**src/rtl/cpu_sequencer.sv**
```systemverilog
// Multi-cycle control FSM for the RISC core: sequences fetch/decode/exec/fpu/mem/wb,
// drives all datapath strobes, and tracks memory-timeout, illegal-opcode and retire count.
module cpu_sequencer #(
    parameter int MEM_TIMEOUT = 15,
    parameter int CNT_W       = 32
) (
    input  logic             clock,
    input  logic             reset,
    input  logic [5:0]       opcode,
    input  logic             branch_cond,
    input  logic             mem_ready,
    input  logic             fpu_done,
    output logic             ir_load,
    output logic             pc_inc,
    output logic             pc_load_jump,
    output logic             pc_load_branch,
    output logic             mem_read,
    output logic             mem_write,
    output logic             addr_sel,
    output logic             fpu_start,
    output logic             reg_write,
    output logic [1:0]       wb_sel,
    output logic [2:0]       state,
    output logic             illegal_op,
    output logic             bus_error,
    output logic [CNT_W-1:0] retired
);

    typedef enum logic [2:0] {
        S_FETCH  = 3'd0,
        S_DECODE = 3'd1,
        S_EXEC   = 3'd2,
        S_FPU    = 3'd3,
        S_MEM    = 3'd4,
        S_WB     = 3'd5,
        S_HALT   = 3'd6
    } state_t;

    localparam logic [5:0] OP_NOP   = 6'd0;
    localparam logic [5:0] OP_STORE = 6'd3;
    localparam logic [5:0] OP_LOAD  = 6'd4;
    localparam logic [5:0] OP_MOVEI = 6'd16;
    localparam logic [5:0] OP_JUMP  = 6'd21;
    localparam logic [5:0] OP_BRA   = 6'd22;
    localparam logic [5:0] OP_ADDF  = 6'd23;
    localparam logic [5:0] OP_MULF  = 6'd24;

    localparam int WAIT_W = $clog2(MEM_TIMEOUT + 1);

    state_t            state_q, state_d;
    logic [WAIT_W-1:0] wait_cnt;
    logic              timeout;
    logic              is_illegal, is_alu, is_fp;

    assign state      = state_q;
    assign is_illegal = opcode > OP_MULF;
    assign is_fp      = (opcode == OP_ADDF) || (opcode == OP_MULF);
    assign is_alu     = opcode inside {6'd1, 6'd2, [6'd5:6'd15], [6'd17:6'd20]};
    // This idle cycle would be the MEM_TIMEOUT-th one; a late mem_ready still wins.
    assign timeout    = (wait_cnt == WAIT_W'(MEM_TIMEOUT - 1));

    always_comb begin
        state_d        = state_q;
        ir_load        = 1'b0;
        pc_inc         = 1'b0;
        pc_load_jump   = 1'b0;
        pc_load_branch = 1'b0;
        mem_read       = 1'b0;
        mem_write      = 1'b0;
        addr_sel       = 1'b0;
        fpu_start      = 1'b0;
        reg_write      = 1'b0;
        wb_sel         = 2'd0;
        case (state_q)
            S_FETCH: begin
                mem_read = 1'b1;
                if (mem_ready) begin
                    ir_load = 1'b1;
                    pc_inc  = 1'b1;
                    state_d = S_DECODE;
                end else if (timeout) begin
                    state_d = S_HALT;
                end
            end
            S_DECODE: begin
                if (opcode == OP_NOP || is_illegal) begin
                    state_d = S_FETCH;
                end else if (opcode == OP_JUMP) begin
                    pc_load_jump = 1'b1;
                    state_d      = S_FETCH;
                end else if (opcode == OP_MOVEI) begin
                    state_d = S_WB;
                end else if (is_fp) begin
                    fpu_start = 1'b1;
                    state_d   = S_FPU;
                end else begin
                    state_d = S_EXEC;
                end
            end
            S_EXEC: begin
                if (opcode == OP_BRA) begin
                    pc_load_branch = branch_cond;
                    state_d        = S_FETCH;
                end else if (opcode == OP_LOAD || opcode == OP_STORE) begin
                    state_d = S_MEM;
                end else if (is_alu) begin
                    state_d = S_WB;
                end else begin
                    state_d = S_FETCH;
                end
            end
            S_FPU: begin
                if (fpu_done) state_d = S_WB;
            end
            S_MEM: begin
                addr_sel  = 1'b1;
                mem_read  = (opcode == OP_LOAD);
                mem_write = (opcode == OP_STORE);
                if (mem_ready) begin
                    state_d = (opcode == OP_LOAD) ? S_WB : S_FETCH;
                end else if (timeout) begin
                    state_d = S_HALT;
                end
            end
            S_WB: begin
                reg_write = 1'b1;
                if (opcode == OP_LOAD)       wb_sel = 2'd1;
                else if (opcode == OP_MOVEI) wb_sel = 2'd2;
                else if (is_fp)              wb_sel = 2'd3;
                state_d = S_FETCH;
            end
            S_HALT:  state_d = S_HALT;
            default: state_d = S_HALT;
        endcase
    end

    always_ff @(posedge clock or posedge reset) begin
        if (reset) begin
            state_q    <= S_FETCH;
            wait_cnt   <= '0;
            illegal_op <= 1'b0;
            bus_error  <= 1'b0;
            retired    <= '0;
        end else begin
            state_q <= state_d;
            if (state_d != state_q)
                wait_cnt <= '0;
            else if ((state_q == S_FETCH || state_q == S_MEM) && !mem_ready)
                wait_cnt <= wait_cnt + WAIT_W'(1);
            if (state_q == S_DECODE && is_illegal)
                illegal_op <= 1'b1;
            if (state_d == S_HALT && state_q != S_HALT)
                bus_error <= 1'b1;
            if (state_d == S_FETCH && state_q != S_FETCH)
                retired <= retired + CNT_W'(1);
        end
    end

endmodule

```
**config.mk**
```make
export PLATFORM = sky130hd
export DESIGN_NAME = cpu_sequencer
export DESIGN_NICKNAME = d
export VERILOG_FILES = /design/src/rtl/cpu_sequencer.sv
export SDC_FILE = /design/constraint.sdc
export NUM_CORES = 1
export LEC_CHECK = 0
export ABC_AREA = 0
export BUFFER_PORTS_ARGS = -buffer_cell sky130_fd_sc_hd__buf_2
export CAP_MARGIN = 0
export CORE_MARGIN = 3
export CORE_UTILIZATION = 49
export CTS_CLUSTER_SIZE = 40
export DETAILED_ROUTE_END_ITERATION = 10
export PLACE_DENSITY = 0.76
export SLEW_MARGIN = 40
export SYNTH_ARGS = -nofsm -noshare
export SYNTH_HDL_FRONTEND = slang
export SYNTH_SLANG_ARGS = --single-unit
```
**constraint.sdc**
```tcl
create_clock -name clock -period 1.9 [get_ports clock]
set_input_delay 0.19 -clock clock [delete_from_list [all_inputs] [get_ports clock]]
set_output_delay 0.19 -clock clock [all_outputs]
set_load 0.01 [all_outputs]
```
## Yosys cells after proc, flatten, opt, wreduce, memory -nomap -nowiden

Index checks and enable logic that the tools add are counted.

- Reduce and logical (&&, ||, !) cells: 17
- Add/sub/neg operators: 2
- Eq/ne operators: 18
- Order comparisons: 5
- Multiplexer cells: 35

Operators by type and width:

| operator | count |
|---|---|
| 2-to-1 mux 3 bit | 11 |
| adder 32 x 1 -> 32 bit (second input constant) | 1 |
| equality test 6 x 5 -> 1 bit (second input constant) | 5 |
| case mux 3 bit (6 select lines) | 1 |
| 2-to-1 mux 1 bit | 16 |
| equality test 6 x 2 -> 1 bit (second input constant) | 2 |
| equality test 3 bit (second input constant) | 3 |
| 2-to-1 mux 2 bit | 4 |
| 2-to-1 mux 4 bit | 2 |
| equality test 3 x 2 -> 1 bit (second input constant) | 2 |
| equality test 6 x 1 -> 1 bit (second input constant) | 1 |
| equality test 6 x 3 -> 1 bit (second input constant) | 1 |
| greater-or-equal comparator 6 x 3 -> 1 bit (second input constant) | 1 |
| greater-or-equal comparator 6 x 5 -> 1 bit (second input constant) | 1 |
| > comparator 6 x 5 -> 1 bit (second input constant) | 1 |
| less-or-equal comparator 6 x 4 -> 1 bit (second input constant) | 1 |
| less-or-equal comparator 6 x 5 -> 1 bit (second input constant) | 1 |
| logical AND 1 bit | 6 |
| zero test 3 bit | 2 |
| zero test 6 bit | 1 |
| adder 4 x 1 -> 4 bit (second input constant) | 1 |
| equality test 4 bit (second input constant) | 1 |
| logical OR 1 bit | 4 |
| nonzero test 4 bit | 1 |
| 7 further kinds | 7 |

- Output and inout bits: 48
- Register bits after elaboration: 41
- Input bits: 11
- Word-level logic and storage cells: 82

## Longest topological paths before layout

- Depth in word-level cells: 9
- Mapped depth: 8
- Mapped depth without buffers: 7

## Worst setup path after synthesis

Ideal clock, no wire load.

- Kind: register to output
- From: register state_q[1] (netlist: state[1])
- To: output port fpu_start
- Arrival: 2033 ps
- Required time: 1710 ps
- Path slack: -323 ps
- Stages on the path, launching flop included: 7
- Path buffers: 2
- Path through: dfrtp_1 > buf_6 > or3b_4 > a211o_4 > or2_1 > buf_2 > nor3b_1

- Word-level cells in the longest chain between the ends: 2

Ends and longest elaborated chain:

| what | RTL line | text |
|---|---|---|
| start, declared | 50 | `state_t state_q, state_d;` |
| start signal, assigned | 145 | `state_q <= state_d;` |
| equality test 3 x 1 -> 1 bit | 74 | `case (state_q)` |
| 2-to-1 mux 1 bit | 74 |  |
| end, declared | 20 | `output logic fpu_start,` |

No other way between the ends.

## Worst setup path after layout

- From: register state_q[2] (netlist: state[2])
- To: output port fpu_start

The elaborated chain is that of the path after synthesis.

==> Implementation_results.wiki <==
{| class="wikitable"
! Metric !! Value
|-
| Proportion of synthesized area in mux cells || 0.0120
|-
| Biggest area contributors in the synthesized netlist || sky130_fd_sc_hd__dfrtp_1, sky130_fd_sc_hd__xnor2_1, sky130_fd_sc_hd__nand4_1, sky130_fd_sc_hd__xor2_1, sky130_fd_sc_hd__nor3_1
|-
| RSZ-0062 raised after global routing || yes
|-
| Number of nets in the synthesized netlist || ~290
|-
| Compound-cell area share of the yosys netlist || 0.117
|-
| Path class of the lowest-slack min-delay path || primary input to async pin
|-
| Placed cell count || 443
|-
| Worst Max-Slew Pin Slew || roughly 0.71 ns
|-
| Number of core rows || 25
|-
| Non-filler instance count after layout || roughly 470
|-
| Die area || around 0.0062 sq mm
|-
| DRC violations left || 0
|-
| Worst-case reg-to-reg path depth || 8
|-
| Core area || between 0.004 and 0.005 sq mm
|-
| Post-synth design cell area || approximately 0.0026 sq mm
|-
| Post-synthesis cell count || about 270
|-
| Fmax || 0.444 GHz
|-
| Sw power || between 0.0015 and 0.002 W
|-
| Setup TNS after final layout || -10.40 ns
|-
| Main flop type after synthesis || sky130_fd_sc_hd__dfrtp_1
|-
| Crit share post-route || 1.18
|-
| Global-route wire length before repair || between 10 and 15 mm
|-
| FF-to-FF setup slack || -0.33 ns
|-
| CP cell instances || buf_6 -> or3b_4 -> a211o_4 -> or2_4 -> nor3b_4 -> buf_2
|-
| Run status || finished with violations
|-
| Critical path's top delay family || simple AND/OR/NAND/NOR gates
|-
| Starting DRT DRC Count || ~240
|-
| Area used by sequential logic in the layout || roughly 0.0010 sq mm
|-
| Share of flip-flops with an asynchronous set or reset after synthesis || 1.00
|-
| CTS Buf Count || 5
|-
| Nature of the critical path startpoint || flop
|-
| Combinational fraction of design power || 0.586
|-
| Final period demand of the worst path || around 2.3 ns
|-
| Fraction of final layout cells with drive strength greater than 1 || 0.530
|-
| Adder and majority gate portion of the synthesized area || 0.0145
|-
| Worst Path Class, Setup || flop to output pin
|-
| Part of the total power dissipated in sequential elements || 0.237
|-
| Synth warnings || 0
|-
| Setup violations, final || 43
|-
| Maximum root-to-sink buffer count || 2
|-
| Critical path capture point || fpu_start
|-
| Critical Path Max Stage Delay || just over 0.4 ns
|-
| Area share of and/or/nand/nor cells after synthesis || 0.296
|-
| TritonCTS Sinks || between 40 and 50
|-
| Critical Path Stages || 6
|-
| Fin nets || approximately 420
|-
| Hold Buf Count CTS || 0
|-
| GRT Total Usage || 0.261
|-
| Share of power burned in the clock network || 0.176
|-
| Multi-input combinational cell area || 0.00187 sq mm
|-
| Dominant cell type by area after synthesis || sky130_fd_sc_hd__dfrtp_1
|-
| Switching power as a share of total power || 0.392
|-
| DR WL/cell || roughly 20 microns
|-
| Standard cell with the maximum stage delay on the critical path || sky130_fd_sc_hd__dfrtp_1
|-
| Endpoint of the worst register-to-register path || wait_cnt[3]
|-
| Avg Synthesized Cell Area || between 9 and 10 sq um
|-
| Area fraction of the dominant cell type after synthesis || 0.395
|-
| Root Buffer || sky130_fd_sc_hd__clkbuf_8
|-
| Worst max-slew margin expressed relative to the limit || 0.529
|-
| Unique masters post-synth || 62
|-
| Final setup slack of the worst path || -0.350 ns
|-
| Routability congestion estimate || between 0.8 and 0.9
|-
| Final Total Pwr || about 0.0047 W
|-
| Worst Hold Margin || -0.00857 ns
|-
| Maximum number of pins on one net before global-route repair || 26
|-
| Clock latency of the later-clocked register in the worst-skew pair || 0.30 ns
|-
| Initial core utilization || 0.529
|-
| Post-synth EDFFs || 0
|-
| Final HPWL from detailed placement || approximately 5.2 mm
|-
| Mean number of vias per cell || roughly 6.1
|-
| TritonCTS clock tree || built
|-
| Sum of overflow across all layers after global routing || 0
|-
| Worst Path Arrival || roughly 2.1 ns
|-
| Clock slew at the register clock pins of the worst setup and hold paths || approximately 0.080 ns
|-
| Most numerous cell in the Yosys netlist || sky130_fd_sc_hd__dfrtp_1
|-
| Depth of the CTS H-tree || 2
|-
| Buffers & Inverters on Critical Path || 2
|-
| Skew final || around 0.0066 ns
|-
| Input/output buffers || just under 60
|-
| Detailed Routing Iterations Pass 1 || 4
|-
| Number of hold-slack violations in the final timing report || 7
|-
| Seq cells post-synth || ~40
|-
| X dimension of the die || a little under 80 microns
|-
| Beginning of the worst register-to-register path || state[2]
|-
| Number of slew-limit violations in the final report || 0
|-
| Vias in the first global route || 2,655
|-
| Antenna viol nets, final || 0
|-
| Worst setup EP type || output pin
|-
| Antenna diode count || 0
|-
| Failing checks || negative hold slack, negative setup slack
|-
| FILL cells || 265
|-
| Most numerous cell types in the synthesized netlist || sky130_fd_sc_hd__dfrtp_1, sky130_fd_sc_hd__nand4_1, sky130_fd_sc_hd__xnor2_1
|-
| I/O pins || slightly below 60
|-
| Pwr per Cell Area || 1130 mW/mm^2
|-
| Wire length reported by the detailed router || around 9.5 mm
|-
| Largest family of logic cells by synthesized area || simple AND/OR/NAND/NOR gates
|-
| XOR/XNOR Fraction of Synth Area || 0.115
|-
| Seq/Total Area, Yosys || 0.395
|-
| Area growth syn-to-layout || 60.7%
|-
| Critical path peak fanout || 2
|-
| Antenna violations before repair || 0
|-
| Peak ir drop on the vdd network || between 0.9 and 1 mV
|-
| Int Power || around 0.0029 W
|-
| Vertical extent of the die || slightly below 80 microns
|-
| Critical path required time || about 1.7 ns
|-
| Reported max-cap violation count || 0
|-
| Leakage power || about 2.0 nW
|-
| Routed via count || 2,876
|-
| Critical path startpoint || state[2]
|}
## stage by stage
stage          setup slack [ns]  utilization  cell area (sq um)
6_report                 -0.350        0.850               4170
5_1_grt                  -0.412        0.850               4170
4_1_cts                  -0.356        0.767               3770
3_5_place_dp             -0.109        0.692               3400
3_3_place_gp            -0.0711        0.692               3400
2_1_floorplan            -0.158            -               2660
## logic make-up (layout without fill, tap and decap cells)
logic type,count (synthesis),count (layout)
flops,41,41
compound gates,35,35
buf+inv,27,159
mux,3,3
fa+ha+maj,3,3
xor+xnor,34,34
simple gates,129,129
## how the worst min path moves through the flow
stage	start	end	slack, ns
after floorplan	opcode[5]	illegal_op	0.33
after global placement	reset	wait_cnt[1]	0.32
after detailed placement	reset	wait_cnt[0]	0.33
after CTS	reset	wait_cnt[0]	0.003
after global routing	reset	wait_cnt[0]	0.03
final	reset	wait_cnt[0]	-0.009
## power by group through the flow
stage / clock (W) / combinational (W) / sequential [W]
floorplan: 0 / 0.000986 / 0.00117
global placement: 0 / 0.00164 / 0.00110
detailed placement: 0 / 0.00170 / 0.00110
CTS: 0.000845 / 0.00199 / 0.00108
global route: 0.000884 / 0.00290 / 0.00113
finish: 0.000831 / 0.00276 / 0.00112
## placed cells by master, fill, tap and decap left out, types with 6 or more instances in the layout
cell type                 instances
sky130_fd_sc_hd__buf_4           65
sky130_fd_sc_hd__nand2_1         16
sky130_fd_sc_hd__buf_2           58
sky130_fd_sc_hd__xor2_1          13
sky130_fd_sc_hd__and3_1           7
sky130_fd_sc_hd__o21ai_0          6
sky130_fd_sc_hd__dfrtp_1         40
sky130_fd_sc_hd__buf_6           13
sky130_fd_sc_hd__nand4_1         22
sky130_fd_sc_hd__xnor2_1         16
sky130_fd_sc_hd__nor3_1           8
sky130_fd_sc_hd__inv_1            9
sky130_fd_sc_hd__nor2_1           6
## registers in the layout, summed over array words and instances (netlist names)
register and flops:
illegal_op 1, state 3, bus_error 1, retired 32
wait_cnt 4
## final cells by class
| cell class | count | area share |
|---|---|---|
| multi-input combinational | 204 | 0.449 |
| sequential | 41 | 0.246 |
| timing repair buffer | 141 | 0.243 |
| tap | 67 | 0.0201 |
| clock buffer | 5 | 0.0165 |
| clock inverter | 3 | 0.0156 |
| inverter | 10 | 0.00990 |
## routing by layer
metal,wire (microns),GRT usage
met5,0,0
met4,390,0.0787
met3,536,0.0431
met2,4970,0.469
met1,3600,0.321
## worst register-to-register path, delay by kind of cell, from the launching register on
kind            cells  cell delay, ns
buf+inv             3            0.41
compound gates      2            0.34
simple gates        3            0.96
flops               1            0.41
## timing repair
| action | in CTS | in global routing |
|---|---|---|
| cloned | 0 | 2 |
| setup buffers | 7 | 13 |
| resized for setup | 31 | 61 |
| pin swaps | 15 | 34 |
| setup endpoints to repair | 37 | 46 |
Power figures use the tool's default switching activity.
